`config.mk`:
```
export PLATFORM = sky130hd
export DESIGN_NAME = mem_req_ctrl
export DESIGN_NICKNAME = d
export VERILOG_FILES = /design/src/rtl/mem_req_ctrl.sv
export SDC_FILE = /design/constraint.sdc
export NUM_CORES = 1
export LEC_CHECK = 0
export CELL_PAD_IN_SITES_DETAIL_PLACEMENT = 0
export CELL_PAD_IN_SITES_GLOBAL_PLACEMENT = 1
export CORE_MARGIN = 3
export CORE_UTILIZATION = 31
export DETAILED_ROUTE_END_ITERATION = 10
export DONT_BUFFER_PORTS = 1
export GPL_TIMING_DRIVEN = 0
export HOLD_SLACK_MARGIN = 0.05
export PLACE_DENSITY = 0.58
export SYNTH_ARGS = -nofsm -noshare
export SYNTH_HDL_FRONTEND = slang
export SYNTH_SLANG_ARGS = --single-unit
```
`constraint.sdc`:
```
create_clock -name clk_i -period 6.7 [get_ports clk_i]
set_input_delay 1.675 -clock clk_i [delete_from_list [all_inputs] [get_ports clk_i]]
set_output_delay 1.675 -clock clk_i [all_outputs]
set_load 0.03 [all_outputs]
```
`src/rtl/mem_req_ctrl.sv`:
```
// mem_req_ctrl: command FIFO plus one-at-a-time sequencer for the single-port register memory.
// Optional build macro MEM_REQ_TIMEOUT_EN adds a request-wait timeout that returns an error response.
//
//   state   | meaning
//   IDLE    | no transaction; pops the FIFO head once memory ready is low
//   REQ     | request driven to memory, waiting for ready (or timeout)
//   RESP    | response presented to host, waiting for rsp_ready_i
module mem_req_ctrl #(
    parameter int AWIDTH     = 4,
    parameter int DWIDTH     = 16,
    parameter int FIFO_DEPTH = 4,
    parameter int TIMEOUT    = 15
) (
    input  logic              clk_i,
    input  logic              rst_i,
    input  logic              cmd_valid_i,
    output logic              cmd_ready_o,
    input  logic              cmd_we_i,
    input  logic [AWIDTH-1:0] cmd_addr_i,
    input  logic [DWIDTH-1:0] cmd_wdata_i,
    output logic              rsp_valid_o,
    input  logic              rsp_ready_i,
    output logic              rsp_we_o,
    output logic [DWIDTH-1:0] rsp_rdata_o,
    output logic              rsp_err_o,
    output logic              mem_valid_o,
    output logic              mem_wr_en_o,
    output logic              mem_rd_en_o,
    output logic [AWIDTH-1:0] mem_addr_o,
    output logic [DWIDTH-1:0] mem_wdata_o,
    input  logic [DWIDTH-1:0] mem_rdata_i,
    input  logic              mem_ready_i,
    output logic              busy_o
);

    localparam int PW = (FIFO_DEPTH > 1) ? $clog2(FIFO_DEPTH) : 1;
    localparam int CW = PW + 1;
    localparam int EW = 1 + AWIDTH + DWIDTH;

    typedef enum logic [1:0] {
        ST_IDLE = 2'd0,
        ST_REQ  = 2'd1,
        ST_RESP = 2'd2
    } state_e;

    state_e            state_q, state_d;

    logic [EW-1:0]     fifo_q [FIFO_DEPTH];
    logic [PW-1:0]     wr_ptr_q, wr_ptr_d;
    logic [PW-1:0]     rd_ptr_q, rd_ptr_d;
    logic [CW-1:0]     count_q, count_d;
    logic              fifo_full, fifo_empty;
    logic              push, pop;
    logic [EW-1:0]     head;

    logic              req_we_q, req_we_d;
    logic [AWIDTH-1:0] req_addr_q, req_addr_d;
    logic [DWIDTH-1:0] req_wdata_q, req_wdata_d;

    logic              rsp_we_q, rsp_we_d;
    logic [DWIDTH-1:0] rsp_rdata_q, rsp_rdata_d;
    logic              req_done;

`ifdef MEM_REQ_TIMEOUT_EN
    localparam int TW = $clog2(TIMEOUT + 1);
    logic [TW-1:0]     tmo_cnt_q, tmo_cnt_d;
    logic [TW-1:0]     tmo_inc;
    logic              req_tmo;
    logic              rsp_err_q, rsp_err_d;
`endif

    // ------------------------------------------------------------------
    // Command FIFO
    // ------------------------------------------------------------------
    assign fifo_full   = (count_q == CW'(FIFO_DEPTH));
    assign fifo_empty  = (count_q == '0);
    // Held low while reset is asserted; otherwise depends only on occupancy.
    assign cmd_ready_o = rst_i & ~fifo_full;
    assign push        = cmd_valid_i & cmd_ready_o;
    assign head        = fifo_q[rd_ptr_q];

    always_ff @(posedge clk_i) begin
        if (push) begin
            fifo_q[wr_ptr_q] <= {cmd_we_i, cmd_addr_i, cmd_wdata_i};
        end
    end

    always_comb begin
        wr_ptr_d = wr_ptr_q;
        rd_ptr_d = rd_ptr_q;
        count_d  = count_q;
        if (push) begin
            wr_ptr_d = wr_ptr_q + PW'(1);
        end
        if (pop) begin
            rd_ptr_d = rd_ptr_q + PW'(1);
        end
        case ({push, pop})
            2'b10:   count_d = count_q + CW'(1);
            2'b01:   count_d = count_q - CW'(1);
            default: count_d = count_q;
        endcase
    end

    // ------------------------------------------------------------------
    // FSM: state register
    // ------------------------------------------------------------------
    always_ff @(posedge clk_i or negedge rst_i) begin
        if (!rst_i) begin
            state_q <= ST_IDLE;
        end else begin
            state_q <= state_d;
        end
    end

    // ------------------------------------------------------------------
    // FSM: next state
    // ------------------------------------------------------------------
`ifdef MEM_REQ_TIMEOUT_EN
    assign tmo_inc = tmo_cnt_q + TW'(1);
`endif

    always_comb begin
        state_d  = state_q;
        pop      = 1'b0;
        req_done = 1'b0;
`ifdef MEM_REQ_TIMEOUT_EN
        req_tmo  = 1'b0;
`endif
        case (state_q)
            ST_IDLE: begin
                // A ready still high from the previous transfer must not complete the next one.
                if (!fifo_empty && !mem_ready_i) begin
                    pop     = 1'b1;
                    state_d = ST_REQ;
                end
            end
            ST_REQ: begin
                if (mem_ready_i) begin
                    req_done = 1'b1;
                    state_d  = ST_RESP;
                end
`ifdef MEM_REQ_TIMEOUT_EN
                else if (tmo_inc == TW'(TIMEOUT)) begin
                    req_tmo = 1'b1;
                    state_d = ST_RESP;
                end
`endif
            end
            ST_RESP: begin
                if (rsp_ready_i) begin
                    state_d = ST_IDLE;
                end
            end
            default: state_d = ST_IDLE;
        endcase
    end

    // ------------------------------------------------------------------
    // FSM: outputs
    // ------------------------------------------------------------------
    always_comb begin
        mem_valid_o = 1'b0;
        mem_wr_en_o = 1'b0;
        mem_rd_en_o = 1'b0;
        rsp_valid_o = 1'b0;
        case (state_q)
            ST_REQ: begin
                mem_valid_o = 1'b1;
                mem_wr_en_o = req_we_q;
                mem_rd_en_o = ~req_we_q;
            end
            ST_RESP: begin
                rsp_valid_o = 1'b1;
            end
            default: ;
        endcase
    end

    assign busy_o      = (state_q != ST_IDLE) | ~fifo_empty;
    assign mem_addr_o  = req_addr_q;
    assign mem_wdata_o = req_wdata_q;
    assign rsp_we_o    = rsp_we_q;
    assign rsp_rdata_o = rsp_rdata_q;

    // ------------------------------------------------------------------
    // Request / response holding registers
    // ------------------------------------------------------------------
    always_comb begin
        req_we_d    = req_we_q;
        req_addr_d  = req_addr_q;
        req_wdata_d = req_wdata_q;
        if (pop) begin
            {req_we_d, req_addr_d, req_wdata_d} = head;
        end
    end

    always_comb begin
        rsp_we_d    = rsp_we_q;
        rsp_rdata_d = rsp_rdata_q;
        if (req_done) begin
            rsp_we_d    = req_we_q;
            rsp_rdata_d = req_we_q ? '0 : mem_rdata_i;
        end
`ifdef MEM_REQ_TIMEOUT_EN
        if (req_tmo) begin
            rsp_we_d    = req_we_q;
            rsp_rdata_d = '0;
        end
`endif
    end

    always_ff @(posedge clk_i or negedge rst_i) begin
        if (!rst_i) begin
            wr_ptr_q    <= '0;
            rd_ptr_q    <= '0;
            count_q     <= '0;
            req_we_q    <= 1'b0;
            req_addr_q  <= '0;
            req_wdata_q <= '0;
            rsp_we_q    <= 1'b0;
            rsp_rdata_q <= '0;
        end else begin
            wr_ptr_q    <= wr_ptr_d;
            rd_ptr_q    <= rd_ptr_d;
            count_q     <= count_d;
            req_we_q    <= req_we_d;
            req_addr_q  <= req_addr_d;
            req_wdata_q <= req_wdata_d;
            rsp_we_q    <= rsp_we_d;
            rsp_rdata_q <= rsp_rdata_d;
        end
    end

    // ------------------------------------------------------------------
    // Request timeout
    // ------------------------------------------------------------------
`ifdef MEM_REQ_TIMEOUT_EN
    always_comb begin
        tmo_cnt_d = tmo_cnt_q;
        rsp_err_d = rsp_err_q;
        if (pop) begin
            tmo_cnt_d = '0;
        end else if ((state_q == ST_REQ) && !mem_ready_i) begin
            tmo_cnt_d = tmo_inc;
        end
        if (req_done) begin
            rsp_err_d = 1'b0;
        end else if (req_tmo) begin
            rsp_err_d = 1'b1;
        end
    end

    always_ff @(posedge clk_i or negedge rst_i) begin
        if (!rst_i) begin
            tmo_cnt_q <= '0;
            rsp_err_q <= 1'b0;
        end else begin
            tmo_cnt_q <= tmo_cnt_d;
            rsp_err_q <= rsp_err_d;
        end
    end

    assign rsp_err_o = rsp_err_q;
`else
    // No timeout path in this build: the error flag is constant 0.
    assign rsp_err_o = (TIMEOUT < 0);
`endif

endmodule
```
==> impl.org <==
** Status
- The run finished with clean final reports.

** Min path
- Worst hold path class :: flip-flop to flip-flop

** Routing
- In the final routed layout, each cell accounts on average for 18.90 microns.
- Signal routing reaches up to met4.
- The first detailed-routing pass took 4 iterations.
- The detailed router finished its first iteration with 119 violations.
- Wire length on met2 :: 4786 microns
- Summed over all layers, the routed wires come to 9999 microns.
- Number of design rule violations left after detail routing :: 0
- For this block, wires on met1 add up to 4128 microns.
- Once detail routing completed, the nets flagged for antenna violations numbered 0.
- Routed vias :: 2405
- Detail-routed via count per cell :: 4.546
- Met3 WL :: between 1000 and 1500 microns

** Placement
- At the end of routability-driven placement, the weighted congestion stood at a little under 0.7.
- Port buffering added 0 buffers.
- The wire-length estimate of the detail-placed layout is between 6000 and 7000 microns.
- Pre-CTS setup slack :: around 3 ns

** Final layout
- Commonest cells after routing, fill and taps aside :: sky130_fd_sc_hd__edfxtp_1, sky130_fd_sc_hd__dfrtp_1, sky130_fd_sc_hd__mux4_2
- Compared with the post-synthesis result, the final layout area differs by 16.14%.
- Once layout is complete, the utilization of the core stands at 0.3717.
- Diode count :: 0
- Share of post-route cells with drive strength above 1 :: 0.2620
- Filler Cell Count :: 1494
- For this run, the post-layout net count is 348.
- The library cell used most frequently in the layout, excluding fill and tap cells, is sky130_fd_sc_hd__edfxtp_1.

** Floorplanning
- For this configuration, the core starts out at a cell density of 0.3201.
- Number of I/O pins :: 86
- The core region is 16060 sq um.
- Die area :: between 15000 and 20000 sq um
- The die is 134.8 microns tall.
- Die boundary width :: 134.8 microns
- Row Count :: 46

** Pwr
- Leakage power figure :: 2.210 nW
- Total power consumption of the routed design :: 2.942 mW
- Power spread over the standard cell area amounts to 492.8 nW/um^2.
- Largest vdd supply drop :: between 0.2 and 0.3 mV

** Timing
- Time the worst path needs with I/O delays and setup :: 3.717 ns
- Setup violations remaining at the end of the flow were counted as 0.
- The count of final max-slew check failures came to 0.
- Upper clock frequency limit :: approximately 270 MHz
- Count of endpoints failing hold in the final timing report :: 0
- Maximum clock skew at final layout :: 0.008275 ns
- Headroom to the max-slew limit came out at 0.1523.
- In the post-route analysis, the smallest setup slack over all paths is roughly 3 ns.
- Total negative setup slack :: 0 ns
- For the pin with the worst max-slew slack, the measured transition is 1.271 ns.
- RSZ-0062 raised after global routing :: no
- Share of the clock period used by the worst path after layout :: 0.5548

** Global route
- Largest net degree at the start of global routing :: 50
- Total global routing track utilization :: 0.1174
- Number of global-route vias before repair :: 2595
- Total congestion overflow after global routing :: 0
- The number of antenna violations at the first check in global routing is 0.
- The first global-routing pass estimated approximately 15000 microns of wire.

** Clock tree
- For this design, the CTS-stage hold fixing added 0 buffers.
- TritonCTS built the clock tree.
- Maximum number of buffers from clock root to sink :: 2
- TritonCTS Buffers :: 17
- Maximum level of the CTS H-tree :: 4
- Clock latency on the worst-skew pair :: 0.41 ns
- Clock-pin slew was measured on the worst setup and hold paths at around 0.060 ns.
- Post-CTS sizing :: 0
- Post-CTS Setup Bufs :: 0
- The clock net in this run drives a total of 131 sinks.
- Root Driver :: sky130_fd_sc_hd__clkbuf_16

** Worst setup path
- Sum of buffers and inverters on the critical path :: 0
- Along the worst path, the maximum fanout reaches 49.
- Startpoint type of the worst setup path :: input pin
- CP cell instances :: o31a_1
- Family of cells with the greatest summed delay on the critical path :: compound AO/OA/AOI/OAI gates
- On the worst path, the slowest cell contributes a delay of 0.35 ns.
- Crit path max-delay cell type :: sky130_fd_sc_hd__o31a_1
- At the worst endpoint, the arrival time is between 2 and 2.5 ns.
- STA classifies the critical path endpoint as an output port.
- Type of the setup path with the least slack :: input pin to output port
- Data required time at the worst endpoint :: 5.03 ns

** Logic synthesis
- Cell count after synthesis :: about 280
- Count of yosys warnings during synthesis :: 0
- Netlist area before placement :: 5140 sq um
- The number of nets handed over by synthesis was about 330.
- The average instance in the mapped netlist occupies 18.29 sq um.
- Sequential share of the synthesized area :: 0.7196
- The netlist uses 29 different library cells.
- Synthesized flop and latch total :: between 100 and 150

** Flow run
- Max-cap violations in this run came to 0.
[worst min-delay path, delay by kind of cell, from the launching register on]
family	cells	cell delay, ns
DFF	1	0.41
and+or+nand+nor	1	0.06
AOI/OAI and AO/OA	1	0.06
[power by group]
group / switching [mW] / internal (mW)
Combinational: 0.331 / 0.366
Clock: 0.351 / 0.515
Sequential: 0.324 / 1.06
Total: 1.01 / 1.94
[registers in the layout (all words and copies together) (netlist names)]
| register | count |
|---|---|
| rsp_we_o | 1 |
| rsp_rdata_o | 16 |
| req_we_q | 1 |
| wr_ptr_q | 2 |
| mem_addr_o | 4 |
| rd_ptr_q | 2 |
| mem_wdata_o | 16 |
| count_q | 3 |
| state_q | 2 |
| fifo_q | 84 |
[area by class of cell]
cell class | instances | area [sq um] | area share
clock buffers | 19 | 432.9 | 0.07252
flip-flops and latches | 131 | 3699 | 0.6196
inverters | 10 | 37.54 | 0.006288
plain buffers | 14 | 95.09 | 0.01593
clock inverters | 13 | 126.4 | 0.02117
well taps | 216 | 270.3 | 0.04527
multi-input cells | 126 | 1309 | 0.2192
[worst paths after layout]
path / start / to / slack, ns / depth (start not counted)
setup / recovery: rst_i / cmd_ready_o / 2.98 / 1
hold / removal: count_q[1]$_DFFE_PN0P_ / count_q[1]$_DFFE_PN0P_ / 0.58 / 2
setup reg to reg: count_q[0]$_DFFE_PN0P_ / count_q[2]$_DFFE_PN0P_ / 4.29 / 11
hold reg to reg: count_q[1]$_DFFE_PN0P_ / count_q[1]$_DFFE_PN0P_ / 0.58 / 2
max in group asynchronous: rst_i / rd_ptr_q[0]$_DFFE_PN0P_ / 5.64 / 0
min in group asynchronous: rst_i / mem_wdata_o[1]$_DFFE_PN0P_ / 0.96 / 0
[kinds of logic after synthesis]
logic type               after synthesis  synth area share
XOR/XNOR                               6           0.01022
adder cells (fa/ha/maj)                6           0.01607
other                                  1         0.0007296
buffers and inverters                 24           0.02580
flip-flops                           131            0.7196
AND/OR/NAND/NOR                       48           0.05063
multiplexers                          44            0.1548
AO/OA/AOI/OAI                         21           0.02215
[cell usage after synthesis]
cell type / number / area, sq um
sky130_fd_sc_hd__clkbuf_1: 6 / 22.52
sky130_fd_sc_hd__xnor2_1: 4 / 35.03
sky130_fd_sc_hd__buf_1: 1 / 3.750
sky130_fd_sc_hd__nor2_1: 3 / 11.26
sky130_fd_sc_hd__mux2_2: 6 / 67.56
sky130_fd_sc_hd__o21ai_0: 19 / 95.09
sky130_fd_sc_hd__buf_8: 1 / 15.01
sky130_fd_sc_hd__edfxtp_1: 84 / 2522
sky130_fd_sc_hd__fa_1: 1 / 20.02
sky130_fd_sc_hd__buf_4: 1 / 7.510
sky130_fd_sc_hd__xor2_1: 2 / 17.52
sky130_fd_sc_hd__nand2b_1: 18 / 112.6
sky130_fd_sc_hd__buf_6: 1 / 11.26
sky130_fd_sc_hd__and2_1: 5 / 31.28
sky130_fd_sc_hd__nand3b_1: 1 / 7.510
sky130_fd_sc_hd__o311a_1: 1 / 10.01
sky130_fd_sc_hd__mux4_2: 21 / 473.0
sky130_fd_sc_hd__dfrtp_1: 47 / 1176
sky130_fd_sc_hd__or4_1: 1 / 7.510
sky130_fd_sc_hd__mux2_4: 17 / 255.2
sky130_fd_sc_hd__nand2_1: 18 / 67.56
sky130_fd_sc_hd__conb_1: 1 / 3.750
sky130_fd_sc_hd__buf_12: 1 / 20.02
sky130_fd_sc_hd__buf_2: 3 / 15.01
sky130_fd_sc_hd__inv_1: 10 / 37.54
sky130_fd_sc_hd__and4bb_2: 1 / 12.51
sky130_fd_sc_hd__nor3_2: 1 / 10.01
sky130_fd_sc_hd__o31a_1: 1 / 8.760
sky130_fd_sc_hd__ha_1: 5 / 62.56
[through the flow]
step / hold WS [ns] / instance area (sq um) / cells
floorplan: 0.5232 / 5140 / 281
global placement: 0.5605 / 5410 / 497
detailed placement: 0.5615 / 5410 / 497
CTS: 0.5760 / 5969 / 529
global route: 0.6068 / 5969 / 529
finish: 0.5765 / 5969 / 529
[layer usage]
| metal | global-route usage | up-vias |
|---|---|---|
| met5 | 0 | - |
| met4 | 0.03733 | 0 |
| met3 | 0.06706 | 7 |
| met2 | 0.1851 | 85 |
| met1 | 0.1360 | 1229 |
| li1 | - | 1084 |
No activity file was read; power rests on OpenSTA's default activity.
